**src/rtl/pc_incrementer_if.sv**
```systemverilog
// PC incrementer bus: the PC to be advanced, the registered next PC and its overflow flag.
// The datapath side drives old_PC (master); the incrementer drives the results (slave).
interface pc_incrementer_if #(
    parameter int WIDTH = 16
);
    logic [WIDTH-1:0] old_PC;
    logic [WIDTH-1:0] new_PC;
    logic             pc_wrap;

    modport master (output old_PC, input  new_PC, input  pc_wrap);
    modport slave  (input  old_PC, output new_PC, output pc_wrap);
endinterface

```
**src/rtl/pc_incrementer.sv**
```systemverilog
// Registered program-counter incrementer: new_PC = old_PC + STEP one clock after sampling,
// with pc_wrap reporting the carry out of the WIDTH-bit addition.
module pc_incrementer #(
    parameter int               WIDTH       = 16,
    parameter int unsigned      STEP        = 1,
    parameter logic [WIDTH-1:0] RESET_VALUE = '0
) (
    input  logic               clk,
    input  logic               rst_n,
    pc_incrementer_if.slave    bus
);

    // One extra bit so the carry out lands in sum[WIDTH] instead of being lost.
    localparam logic [WIDTH:0] STEP_EXT = (WIDTH + 1)'(STEP);

    logic [WIDTH:0] sum;

    always_comb begin
        sum = {1'b0, bus.old_PC} + STEP_EXT;
    end

    // NOTE: sequential state uses non-blocking assignments so every register samples
    // pre-edge values; the async reset branch also clears any in-flight result at once.
    always_ff @(posedge clk or negedge rst_n) begin
        if (!rst_n) begin
            bus.new_PC  <= RESET_VALUE;
            bus.pc_wrap <= 1'b0;
        end else begin
            bus.new_PC  <= sum[WIDTH-1:0];
            bus.pc_wrap <= sum[WIDTH];
        end
    end

endmodule

```
**src/flat_wrapper.sv**
```systemverilog
// flat-port wrapper written by rule: the top's interface ports become plain ports
module pc_incrementer_flat 
#(
    parameter int               WIDTH       = 16,
    parameter int unsigned      STEP        = 1,
    parameter logic [WIDTH-1:0] RESET_VALUE = '0
)
  (clk, rst_n, bus_old_PC, bus_new_PC, bus_pc_wrap);
  pc_incrementer_if #(.WIDTH(WIDTH)) bus_i ();
  input  logic clk;
  input  logic rst_n;
  input wire logic [$bits(bus_i.old_PC)-1:0] bus_old_PC;
  output wire logic [$bits(bus_i.new_PC)-1:0] bus_new_PC;
  output wire logic [$bits(bus_i.pc_wrap)-1:0] bus_pc_wrap;
  assign bus_i.old_PC = bus_old_PC;
  assign bus_new_PC = bus_i.new_PC;
  assign bus_pc_wrap = bus_i.pc_wrap;
  pc_incrementer #(.WIDTH(WIDTH), .STEP(STEP), .RESET_VALUE(RESET_VALUE)) u_core (.clk(clk), .rst_n(rst_n), .bus(bus_i));
endmodule
```
**config.mk**
```make
export PLATFORM = sky130hd
export DESIGN_NAME = pc_incrementer_flat
export DESIGN_NICKNAME = d
export VERILOG_FILES = /design/src/rtl/pc_incrementer_if.sv /design/src/rtl/pc_incrementer.sv /design/src/flat_wrapper.sv
export SDC_FILE = /design/constraint.sdc
export NUM_CORES = 1
export LEC_CHECK = 0
export BUFFER_PORTS_ARGS = -buffer_cell sky130_fd_sc_hd__buf_2
export CORE_MARGIN = 1.5
export CORE_UTILIZATION = 39
export CTS_BUF_LIST = sky130_fd_sc_hd__clkbuf_16
export CTS_CLUSTER_SIZE = 16
export DETAILED_ROUTE_END_ITERATION = 8
export MAX_ROUTING_LAYER = met4
export PLACE_DENSITY = 0.75
export SYNTH_ARGS = -nofsm -noshare
export SYNTH_HDL_FRONTEND = slang
export SYNTH_SLANG_ARGS = --single-unit
```
**constraint.sdc**
```tcl
create_clock -name clk -period 0.8 [get_ports clk]
set_input_delay 0.04 -clock clk [delete_from_list [all_inputs] [get_ports clk]]
set_output_delay 0.04 -clock clk [all_outputs]
set_load 0.01 [all_outputs]
```
After elaboration in Yosys (flattened, before gate mapping)
Cells that the tools add are included.

word-level totals
  bits in latches = 0
  bits in writable memories = 0
  output and inout bits = 17
  register bits = 17
  logic and storage cells = 3
  bits of input ports = 18
  memory bits (read-only) = 0
  memories = 0

cells by class
  equal/unequal tests = 0
  multiplexer cells = 0
  divide/modulo/power cells = 0
  add/sub/neg operators = 1
  shift operators = 0
  multipliers = 0
  bitwise gates (word level) = 0
  reduce and logical (&&, ||, !) cells = 0
  $lt $le $gt $ge = 0

operator list
  cell                   count
  $add 16x1->17 const B  1

Longest topological paths before layout
Gate-level depths: netlist of the first run.

  depth in word-level cells = 1
  mapped depth = 4
  mapped depth without buffers = 4

Worst setup path before layout of the first run
OpenSTA, ideal clock, no wires.

  path type = input port to flip-flop
  start point = in bus_old_PC[0]
  end point = reg u_core.bus.new_PC[14]
  stages on the path = 4
  setup time = 79 ps
  arrival = 828 ps
  path buffers = 0
  slack = -107 ps
  required time = 721 ps
  path through = ha_1 nand4_2 nor4_2 xor2_1

on the way
  word-level cells in the longest chain between the ends = 1

ends and longest elaborated chain
  item                  RTL line                 RTL
  from (decl)           flat_wrapper.sv:12       input wire logic [$bits(bus_i.old_PC)-1:0] bus_old_PC;
  $add 16x1->17         pc_incrementer.sv:19     sum = {1'b0, bus.old_PC} + STEP_EXT;
  via u_core.sum[14]    pc_incrementer.sv:16     logic [WIDTH:0] sum;
  to (signal assigned)  pc_incrementer.sv:29     bus.new_PC <= sum[WIDTH-1:0];
  to (decl)             pc_incrementer_if.sv:11  modport slave (input old_PC, output new_PC, output pc_wrap);

The timed path passes the listed nets, and every way through them passes these cells.

Final worst setup path of the first run
  start point = reg u_core.bus.new_PC[4]
  end point = out bus_new_PC[4]

RTL lines
  item       RTL line            RTL
  to (decl)  flat_wrapper.sv:13  output wire logic [$bits(bus_i.new_PC)-1:0] bus_new_PC;

No word-level cell between the ends.

==> metrics.txt, run 1 <==
cts bufs inserted 3; Max Slew Vio Count 0; type of the worst setup path register to primary output; library cell occupying the most area in the post-synthesis netlist dfrtp_1; total of max-cap violations 0; setup repair after global routing missed its margin true; overall track demand over capacity in global routing between 10% and 20%; detailed-routing iteration count for the pre-antenna-repair pass 4; post-route DRC violation count 0; count of buffers inserted at the top-level ports 34; I/O pin cnt 35; ordered list of cells on the worst path buf_2; routed via count divided by cell count approximately 4.5; remaining max-slew budget at the tightest pin around three quarters; worst stage delay on the critical path around 0.37 ns; final clock period utilization by the worst path 99.6%; fraction of the mapped netlist area in adder cells 1.71%; power after layout ~2.2 mW; total cell area at the placement stage about 1100 um^2; Hold Vio Cnt, Final 0; post-synth top area share about three fifths; final layout net count 139; proportion of layout cells with a drive suffix above 1 a little over half; total number of placement rows 15; post-route standard cell area excluding fillers 1190 um^2; XOR/XNOR Fraction of Synth Area approximately 17%; actual slew at the worst max-slew pin roughly 0.36 ns; worst min-delay path endpoint u_core.bus.new_PC[7]$_DFF_PN0_; largest family of logic cells by synthesized area simple AND/OR/NAND/NOR gates; power density of the placed cells 1870 nW/um^2; Detailed Place HPWL roughly 1300 um; final cell utilization of the core 68.0%; tightest hold margin roughly 0.014 ns; highest fanout seen on the critical path 1; count of endpoints failing setup in the final report 0; first-pass GRT wire length 2460 um; number of gates on the worst path with buffers counted 1; data required time of the critical path between 0.7 and 0.8 ns; Distinct cells, synth 15; count of state elements after synthesis 17; weighted congestion at the end of routability-driven global placement roughly 0.77; clock sink total 17; number of antenna violations at the first check in global routing 0; Gate Count Post-Synth between 60 and 70; share of synthesized area spent on multiplexers 0%; layout overhead on the synthesized area 62.5%; placeable core area around 1700 um^2; maximum clock insertion buffer count 2; FMAX roughly 1300 MHz; clock period minus worst slack 0.797 ns; H-Tree Level Count 1; vias in the first global route 596; mean instance size in the synthesized netlist roughly 12 um^2; post-synthesis simple-gate area fraction 21.7%; drt first-iter violations 14; Synth area leaders dfrtp_1, xor2_1, nand4_2; CP startpoint kind register; via total after detailed routing 646; register area share after synthesis about three fifths; result of the run complete, no violations; worst path arrival time approximately 0.76 ns; largest voltage drop on the vdd net between 0.001 and 0.0015 V; Total Routed Length around 1600 um; largest delay contributor family on the critical path flip-flops; ANT nets after route 0; CP Capture Type primary output; buffers inserted during post-CTS setup optimization 0; GR Overflow Total 0; area of the die ~2100 um^2; Root Buffer clkbuf_16; synthesized netlist net count 80; critical-path cell with the highest stage delay dfrtp_1; startpoint of the lowest-slack hold path bus_old_PC[7]; yosys synthesis warning count 0; Compound-Gate Fraction of Synth Area 0%; post-DR wirelength/cell 11.3 um; count of antenna diodes in the layout 0; worst hold stages 2; Starting Density 41.9%; die span in y around 46 um; Die W 46.3 um; TritonCTS clock tree done; start point of the critical path u_core.bus.new_PC[4]$_DFF_PN0_; CTS clock-pin slew for the worst setup and hold paths about 0.050 ns; path category of the worst min-delay check primary input to register; largest net degree at the start of global routing 18; total standard cell area after synthesis approximately 730 um^2; leakage power of the design between 0.5 and 0.6 nW; WP buf/inv 1
-- routing by layer --
| metal | wire (um) | share of wire, % | track usage, % | vias up |
|---|---|---|---|---|
| li1 | - | - | - | 321 |
| met1 | 696 | 43 | 18.7 | 301 |
| met2 | 826 | 51 | 29.2 | 19 |
| met3 | 63 | 3.9 | 4.71 | 5 |
| met4 | 38 | 2.3 | 8.57 | 0 |
| met5 | 0 | 0 | - | - |
-- sequential cells by signal, indices dropped and copies added (netlist names) --
name and flops:
u_core.bus.new_PC 16, u_core.bus.pc_wrap 1
-- what timing repair did --
action | CTS | global route
gates resized for setup | 0 | 1
setup endpoints to repair | 0 | 3
hold buffers | 3 | 0
endpoints found under the hold margin | 19 | 0
-- cell usage after synthesis (all sizes together) --
cell,n
nand4,4
nand3,5
and3,1
nor3,4
nor2,5
nor4,3
dfrtp,17
nand2,4
ha,1
inv,3
xnor2,4
xor2,10
-- layout by cell type (no fill, tap or decap), types with 4 or more instances in the layout --
cell type / instances
buf_2: 34
buf_4: 17
dfrtp_1: 17
xor2_1: 10
nor2_1: 5
nand3_1: 4
inv_1: 4
nand2_1: 4
xnor2_1: 4
-- cell families after synthesis --
family,Yosys count
fa+ha+maj,1
buf+inv,3
xor+xnor,14
flops,17
simple gates,26
-- worst max-delay path by stage --
stage	to
3_3_place_gp	u_core.bus.new_PC[13]$_DFF_PN0_
5_1_grt	bus_new_PC[4]
3_5_place_dp	u_core.bus.new_PC[13]$_DFF_PN0_
4_1_cts	bus_new_PC[4]
2_1_floorplan	u_core.bus.new_PC[14]$_DFF_PN0_
6_report	bus_new_PC[4]
-- layout make-up --
cell class                 count  area (um^2)
clock buffer                   3         75.1
inverter                       3         11.3
timing repair buffer          54          328
multi-input combinational     41          313
clock inverter                 1         3.75
sequential                    17          425
tap                           25         31.3
fill                         150          558
-- per-stage QoR --
step,setup WS (ns),instances,setup TNS [ns]
6_report,0.00341,144,0
3_3_place_gp,-0.151,137,-1.12
2_1_floorplan,-0.00441,61,-0.00845
5_1_grt,-0.0107,144,-0.0139
3_5_place_dp,-0.172,137,-1.41
4_1_cts,0.000693,144,0
-- where the power goes --
| part | leakage, nW | internal (mW) | switching [mW] |
|---|---|---|---|
| Combinational | 0.357 | 0.159 | 0.163 |
| Sequential | 0.200 | 0.912 | 0.0112 |
| Clock | 0.0423 | 0.663 | 0.311 |
No activity file was read; power rests on OpenSTA's default activity.
==> inputs of run 2 (changes only) <==
--- a/config.mk
+++ b/config.mk
@@ -7,12 +7,12 @@
 export LEC_CHECK = 0
 export BUFFER_PORTS_ARGS = -buffer_cell sky130_fd_sc_hd__buf_2
 export CORE_MARGIN = 1.5
-export CORE_UTILIZATION = 39
+export CORE_UTILIZATION = 43
 export CTS_BUF_LIST = sky130_fd_sc_hd__clkbuf_16
 export CTS_CLUSTER_SIZE = 16
 export DETAILED_ROUTE_END_ITERATION = 8
 export MAX_ROUTING_LAYER = met4
-export PLACE_DENSITY = 0.75
+export PLACE_DENSITY = 0.78
 export SYNTH_ARGS = -nofsm -noshare
 export SYNTH_HDL_FRONTEND = slang
 export SYNTH_SLANG_ARGS = --single-unit
==> constraint.sdc (replaced) <==
create_clock -name clk -period 0.9 [get_ports clk]
set_input_delay 0.045 -clock clk [delete_from_list [all_inputs] [get_ports clk]]
set_output_delay 0.045 -clock clk [all_outputs]
set_load 0.01 [all_outputs]
==> metrics.txt, run 2 (same netlist as run 1, synthesis figures left out) <==
largest delay contributor family on the critical path flip-flops; vias in the first global route 650 (+9.1%); worst stage delay on the critical path 0.37 ns (about the same); Top Metal Used met4; Die W 44.2 um (-4.5%); GR Overflow Total 0 (unchanged); Root Buffer clkbuf_16; routed length on met3 64 um (+1.6%); ordered list of cells on the worst path buf_2; most common cell after layout, fill and taps aside buf_2; CP Capture Type primary output; WP buf/inv 1 (unchanged); post-route DRC violation count 0 (unchanged); final layout net count 134 (-3.6%); number of flip-flops under the largest register name 16 (unchanged); count of buffers inserted at the top-level ports 34 (unchanged); worst min-delay path endpoint u_core.bus.new_PC[14]$_DFF_PN0_; placeable core area 1540 um^2 (-12%); leakage power of the design 0.578 nW (-3.7%); registers with the most flip-flops u_core.bus.new_PC: 16 flops, u_core.bus.pc_wrap: 1 flops; clock period minus worst slack 0.795 ns; highest fanout seen on the critical path 1 (unchanged); aggregate negative setup slack 0 ns (unchanged); filler-free cell count of the finished design 130 (-9.7%); register name with the most flops u_core.bus.new_PC; area of the die 1960 um^2 (-8.7%); detailed-routing iteration count for the pre-antenna-repair pass 4 (unchanged); weighted congestion at the end of routability-driven global placement 0.780 (+1.6%); data required time of the critical path 0.85 ns (+0.09 ns); final cell utilization of the core 72.5% (+4.5 points); total cell area at the placement stage 1020 um^2 (-5.0%); Hold Vio Cnt, Final 0 (unchanged); total of max-cap violations 0 (unchanged); type of the worst setup path register to primary output; tightest hold margin 0.00318 ns (-0.0111 ns); power density of the placed cells 1740 nW/um^2 (-6.8%); final clock period utilization by the worst path around nine tenths; clock sink total 17 (unchanged); final setup slack of the worst path 0.105 ns (+0.101 ns); post-route standard cell area excluding fillers 1120 um^2 (-5.9%); routed via count divided by cell count 5.17 (+15%); largest net degree at the start of global routing 18 (unchanged); overall track demand over capacity in global routing 20.0% (+2.6 points); drt first-iter violations 11 (-3); maximum clock insertion buffer count 2 (unchanged); Total Routed Length 1740 um (+6.8%); die span in y 44.2 um (-4.5%); FMAX around 1300 MHz; I/O pin cnt 35 (unchanged); ANT nets after route 0 (unchanged); worst hold stages 2 (unchanged); CTS clock-pin slew for the worst setup and hold paths 0.05 ns (about the same); count of endpoints failing setup in the final report 0 (unchanged); startpoint of the lowest-slack hold path bus_old_PC[14]; total routed wire length on the met1 layer 690 um (-0.86%); Starting Density 47.4% (+5.5 points); first-pass GRT wire length 2620 um (+6.2%); proportion of layout cells with a drive suffix above 1 48.2% (-4.7 points); met2 layer wire length in the routed design 886 um (+7.3%); power after layout 1.95 mW (-12%); buffers inserted during post-CTS setup optimization 0 (unchanged); via total after detailed routing 672 (+4.0%); path category of the worst min-delay check primary input to register; number of antenna violations at the first check in global routing 0 (unchanged); post-DR wirelength/cell 13.3 um (+18%); pre-CTS setup slack -0.0896 ns (+0.0827 ns); Max Slew Vio Count 0 (unchanged); worst path arrival time 0.75 ns (about the same); Detailed Place HPWL 1130 um (-12%); largest voltage drop on the vdd net 0.00110 V (-11%); TritonCTS clock tree done; actual slew at the worst max-slew pin 0.373 ns (+0.00946 ns); result of the run complete, no violations; placed insts 124 (-9.5%); count of antenna diodes in the layout 0 (unchanged); total number of placement rows 14 (-1); layout overhead on the synthesized area 52.9%; remaining max-slew budget at the tightest pin 74.9% (-0.86 points); CP startpoint kind register; commonest cells after routing, fill and taps aside buf_2, dfrtp_1, buf_4, xor2_1, nor2_1; critical-path cell with the highest stage delay dfrtp_1; H-Tree Level Count 1 (unchanged); setup repair after global routing missed its margin false; cts bufs inserted 3 (unchanged)
==> run 2: power by group <==
part / internal, mW / switching [mW] / total [mW]
registers: 0.811 / 0.00899 / 0.820
clock network: 0.588 / 0.268 / 0.856
logic: 0.127 / 0.143 / 0.270
==> run 2: what timing repair did <==
item,in CTS,in global routing
gates resized for setup,0,0
endpoints found under the hold margin,18,0
hold buffers,2,0
==> run 2: how the worst max path moves through the flow <==
stage	slack (ns)	start	endpoint	cells past startpoint
final	0.10	u_core.bus.new_PC[9]$_DFF_PN0_	bus_new_PC[9]	1
after global routing	0.02	bus_old_PC[0]	u_core.bus.new_PC[10]$_DFF_PN0_	5
after CTS	0.10	u_core.bus.new_PC[9]$_DFF_PN0_	bus_new_PC[9]	1
after detailed placement	-0.09	bus_old_PC[0]	u_core.bus.new_PC[10]$_DFF_PN0_	5
after global placement	-0.05	bus_old_PC[0]	u_core.bus.new_PC[10]$_DFF_PN0_	5
after floorplan	0.05	bus_old_PC[0]	u_core.bus.new_PC[10]$_DFF_PN0_	4
==> run 2: cell type report <==
type / count / area, um^2
multi-input cells: 41 / 294
clock buffers: 3 / 75.1
repair buffers: 49 / 288
inverters: 3 / 11.3
clock inverters: 1 / 3.75
flip-flops and latches: 17 / 425
fillers: 110 / 424
well taps: 16 / 20.0
==> run 2: metal layers <==
layer | global-route usage, % | vias up
li1 | - | 314
met1 | 20.8 | 315
met4 | 18.2 | 0
met2 | 32.6 | 32
met5 | - | -
met3 | 2.45 | 11
==> inputs of run 3 (changes only) <==
==> constraint.sdc (replaced) <==
create_clock -name clk -period 0.8 [get_ports clk]
set_input_delay 0.04 -clock clk [delete_from_list [all_inputs] [get_ports clk]]
set_output_delay 0.04 -clock clk [all_outputs]
set_load 0.01 [all_outputs]
==> metrics.txt, run 3 (same netlist as run 1, synthesis figures left out) <==
result of the run complete, no violations; area of the multi-input gates 328 um^2 (+11%); worst path arrival time 0.95 ns (+0.20 ns); Hold Vio Cnt, Final 0 (unchanged); layout overhead on the synthesized area 58.7%; placed insts 125 (+0.81%); count of endpoints failing setup in the final report 0 (unchanged); clock sink total 17 (unchanged); CP Capture Type register; routed via count divided by cell count 4.98 (-3.6%); total number of placement rows 14 (unchanged); data required time of the critical path 0.95 ns (+0.10 ns); number of antenna violations at the first check in global routing 0 (unchanged); Starting Density 47.4% (unchanged); via total after detailed routing 653 (-2.8%); post-route DRC violation count 0 (unchanged); startpoint of the lowest-slack hold path bus_old_PC[5]; busiest layer in global routing met2; Detailed Place HPWL 1290 um (+13%); ANT nets after route 0 (unchanged); registers with the most flip-flops u_core.bus.new_PC: 16 flops, u_core.bus.pc_wrap: 1 flops; TritonCTS clock tree done; overall track demand over capacity in global routing 21.8% (+1.8 points); remaining max-slew budget at the tightest pin 74.4% (-0.49 points); vias in the first global route 646 (-0.62%); final clock period utilization by the worst path ~100%; clock period minus worst slack 0.796 ns; largest net degree at the start of global routing 18 (unchanged); total of max-cap violations 0 (unchanged); H-Tree Level Count 1 (unchanged); Layout fillers 114 (+3.6%); GR Overflow Total 0 (unchanged); highest fanout seen on the critical path 5 (+4); proportion of layout cells with a drive suffix above 1 53.9% (+5.7 points); final cell utilization of the core 75.2% (+2.8 points); setup repair after global routing missed its margin true; commonest cells after routing, fill and taps aside buf_2, dfrtp_1, buf_4, xor2_1, nor2_1; pre-CTS setup slack -0.192 ns (-0.102 ns); filler-free cell count of the finished design 131 (+0.77%); placeable core area 1540 um^2 (unchanged); Die W 44.2 um (unchanged); weighted congestion at the end of routability-driven global placement 0.884 (+13%); Root Buffer clkbuf_16; aggregate negative setup slack 0 ns (unchanged); worst min-delay path endpoint u_core.bus.new_PC[5]$_DFF_PN0_; power after layout 2.22 mW (+14%); CP startpoint kind primary input; final setup slack of the worst path 0.00391 ns (-0.101 ns); maximum clock insertion buffer count 2 (unchanged); area of the die 1960 um^2 (unchanged); largest voltage drop on the vdd net 0.00149 V (+36%); register name with the most flops u_core.bus.new_PC; drt first-iter violations 30 (+19); met3 GRT Util 2.45% (unchanged); GRT met1 Usage 25.2% (+4.4 points); Max Slew Vio Count 0 (unchanged); buffers inserted during post-CTS setup optimization 0 (unchanged); I/O pin cnt 35 (unchanged); CTS clock-pin slew for the worst setup and hold paths 0.05 ns (about the same); type of the worst setup path primary input to register; count of buffers inserted at the top-level ports 34 (unchanged); leakage power of the design 0.576 nW (-0.27%); count of antenna diodes in the layout 0 (unchanged); Total Routed Length 1920 um (+11%); global-route met2 utilization 37.9% (+5.3 points); post-DR wirelength/cell 14.7 um (+9.9%); FMAX between 1000 and 1500 MHz; number of flip-flops under the largest register name 16 (unchanged); cts bufs inserted 3 (unchanged); most common cell after layout, fill and taps aside buf_2; worst hold stages 2 (unchanged); final layout net count 135 (+0.75%); die span in y 44.2 um (unchanged); area of all sequential standard cells 425 um^2 (unchanged); detailed-routing iteration count for the pre-antenna-repair pass 4 (unchanged); power density of the placed cells 1920 nW/um^2 (+10%); actual slew at the worst max-slew pin 0.384 ns (+0.0108 ns); first-pass GRT wire length 2900 um (+11%); path category of the worst min-delay check primary input to register
run 3: cell types whose count changed in the layout (fill, tap and decap cells not counted), sizes merged:
cell / delta
buf: +1
clkinv: +1
inv: -1
run 3: how the worst max path moves through the flow:
stage | from | to | cells past startpoint
5_1_grt | bus_old_PC[0] | u_core.bus.new_PC[14]$_DFF_PN0_ | 5
2_1_floorplan | bus_old_PC[0] | u_core.bus.new_PC[14]$_DFF_PN0_ | 4
6_report | bus_old_PC[8] | u_core.bus.new_PC[15]$_DFF_PN0_ | 4
3_3_place_gp | bus_old_PC[0] | u_core.bus.new_PC[10]$_DFF_PN0_ | 5
3_5_place_dp | bus_old_PC[3] | u_core.bus.new_PC[13]$_DFF_PN0_ | 4
4_1_cts | bus_old_PC[10] | u_core.bus.new_PC[15]$_DFF_PN0_ | 4
run 3: critical path: stages:
cell     delay [ns]
buf_2          0.12
nand4_2        0.20
nor4_2         0.38
xor2_1         0.21
run 3: layer usage:
| metal | share of wire (%) | vias up |
|---|---|---|
| li1 | - | 318 |
| met4 | 0.99 | 0 |
| met2 | 54 | 23 |
| met5 | 0 | - |
| met1 | 41 | 310 |
| met3 | 3.8 | 2 |
run 3: power breakdown:
group          total (mW)  switching [mW]  leakage, nW  internal [mW]
registers           0.924          0.0121        0.200          0.912
logic               0.323           0.174        0.335          0.149
clock network       0.975           0.308       0.0409          0.668
run 3: repair_timing:
| action | in CTS | in global routing |
|---|---|---|
| endpoints found under the hold margin | 18 | 0 |
| hold buffers | 2 | 0 |
| resized for setup | 0 | 3 |
| setup endpoints to repair | 0 | 9 |
run 3: cell type report:
class	count	share of cell area, %
inverters	3	0.971
flip-flops and latches	17	36.7
well taps	16	1.73
multi-input cells	41	28.3
clock buffers	3	6.47
clock inverters	1	0.432
repair buffers	50	25.5
run 3: through the flow:
| step | hold WS (ns) | instance area, um^2 |
|---|---|---|
| global route | 0.0161 | 1160 |
| detailed placement | -0.0208 | 1040 |
| finish | 0.0269 | 1160 |
| floorplan | -0.256 | 743 |
| global placement | -0.0294 | 1040 |
| CTS | 0.0193 | 1140 |
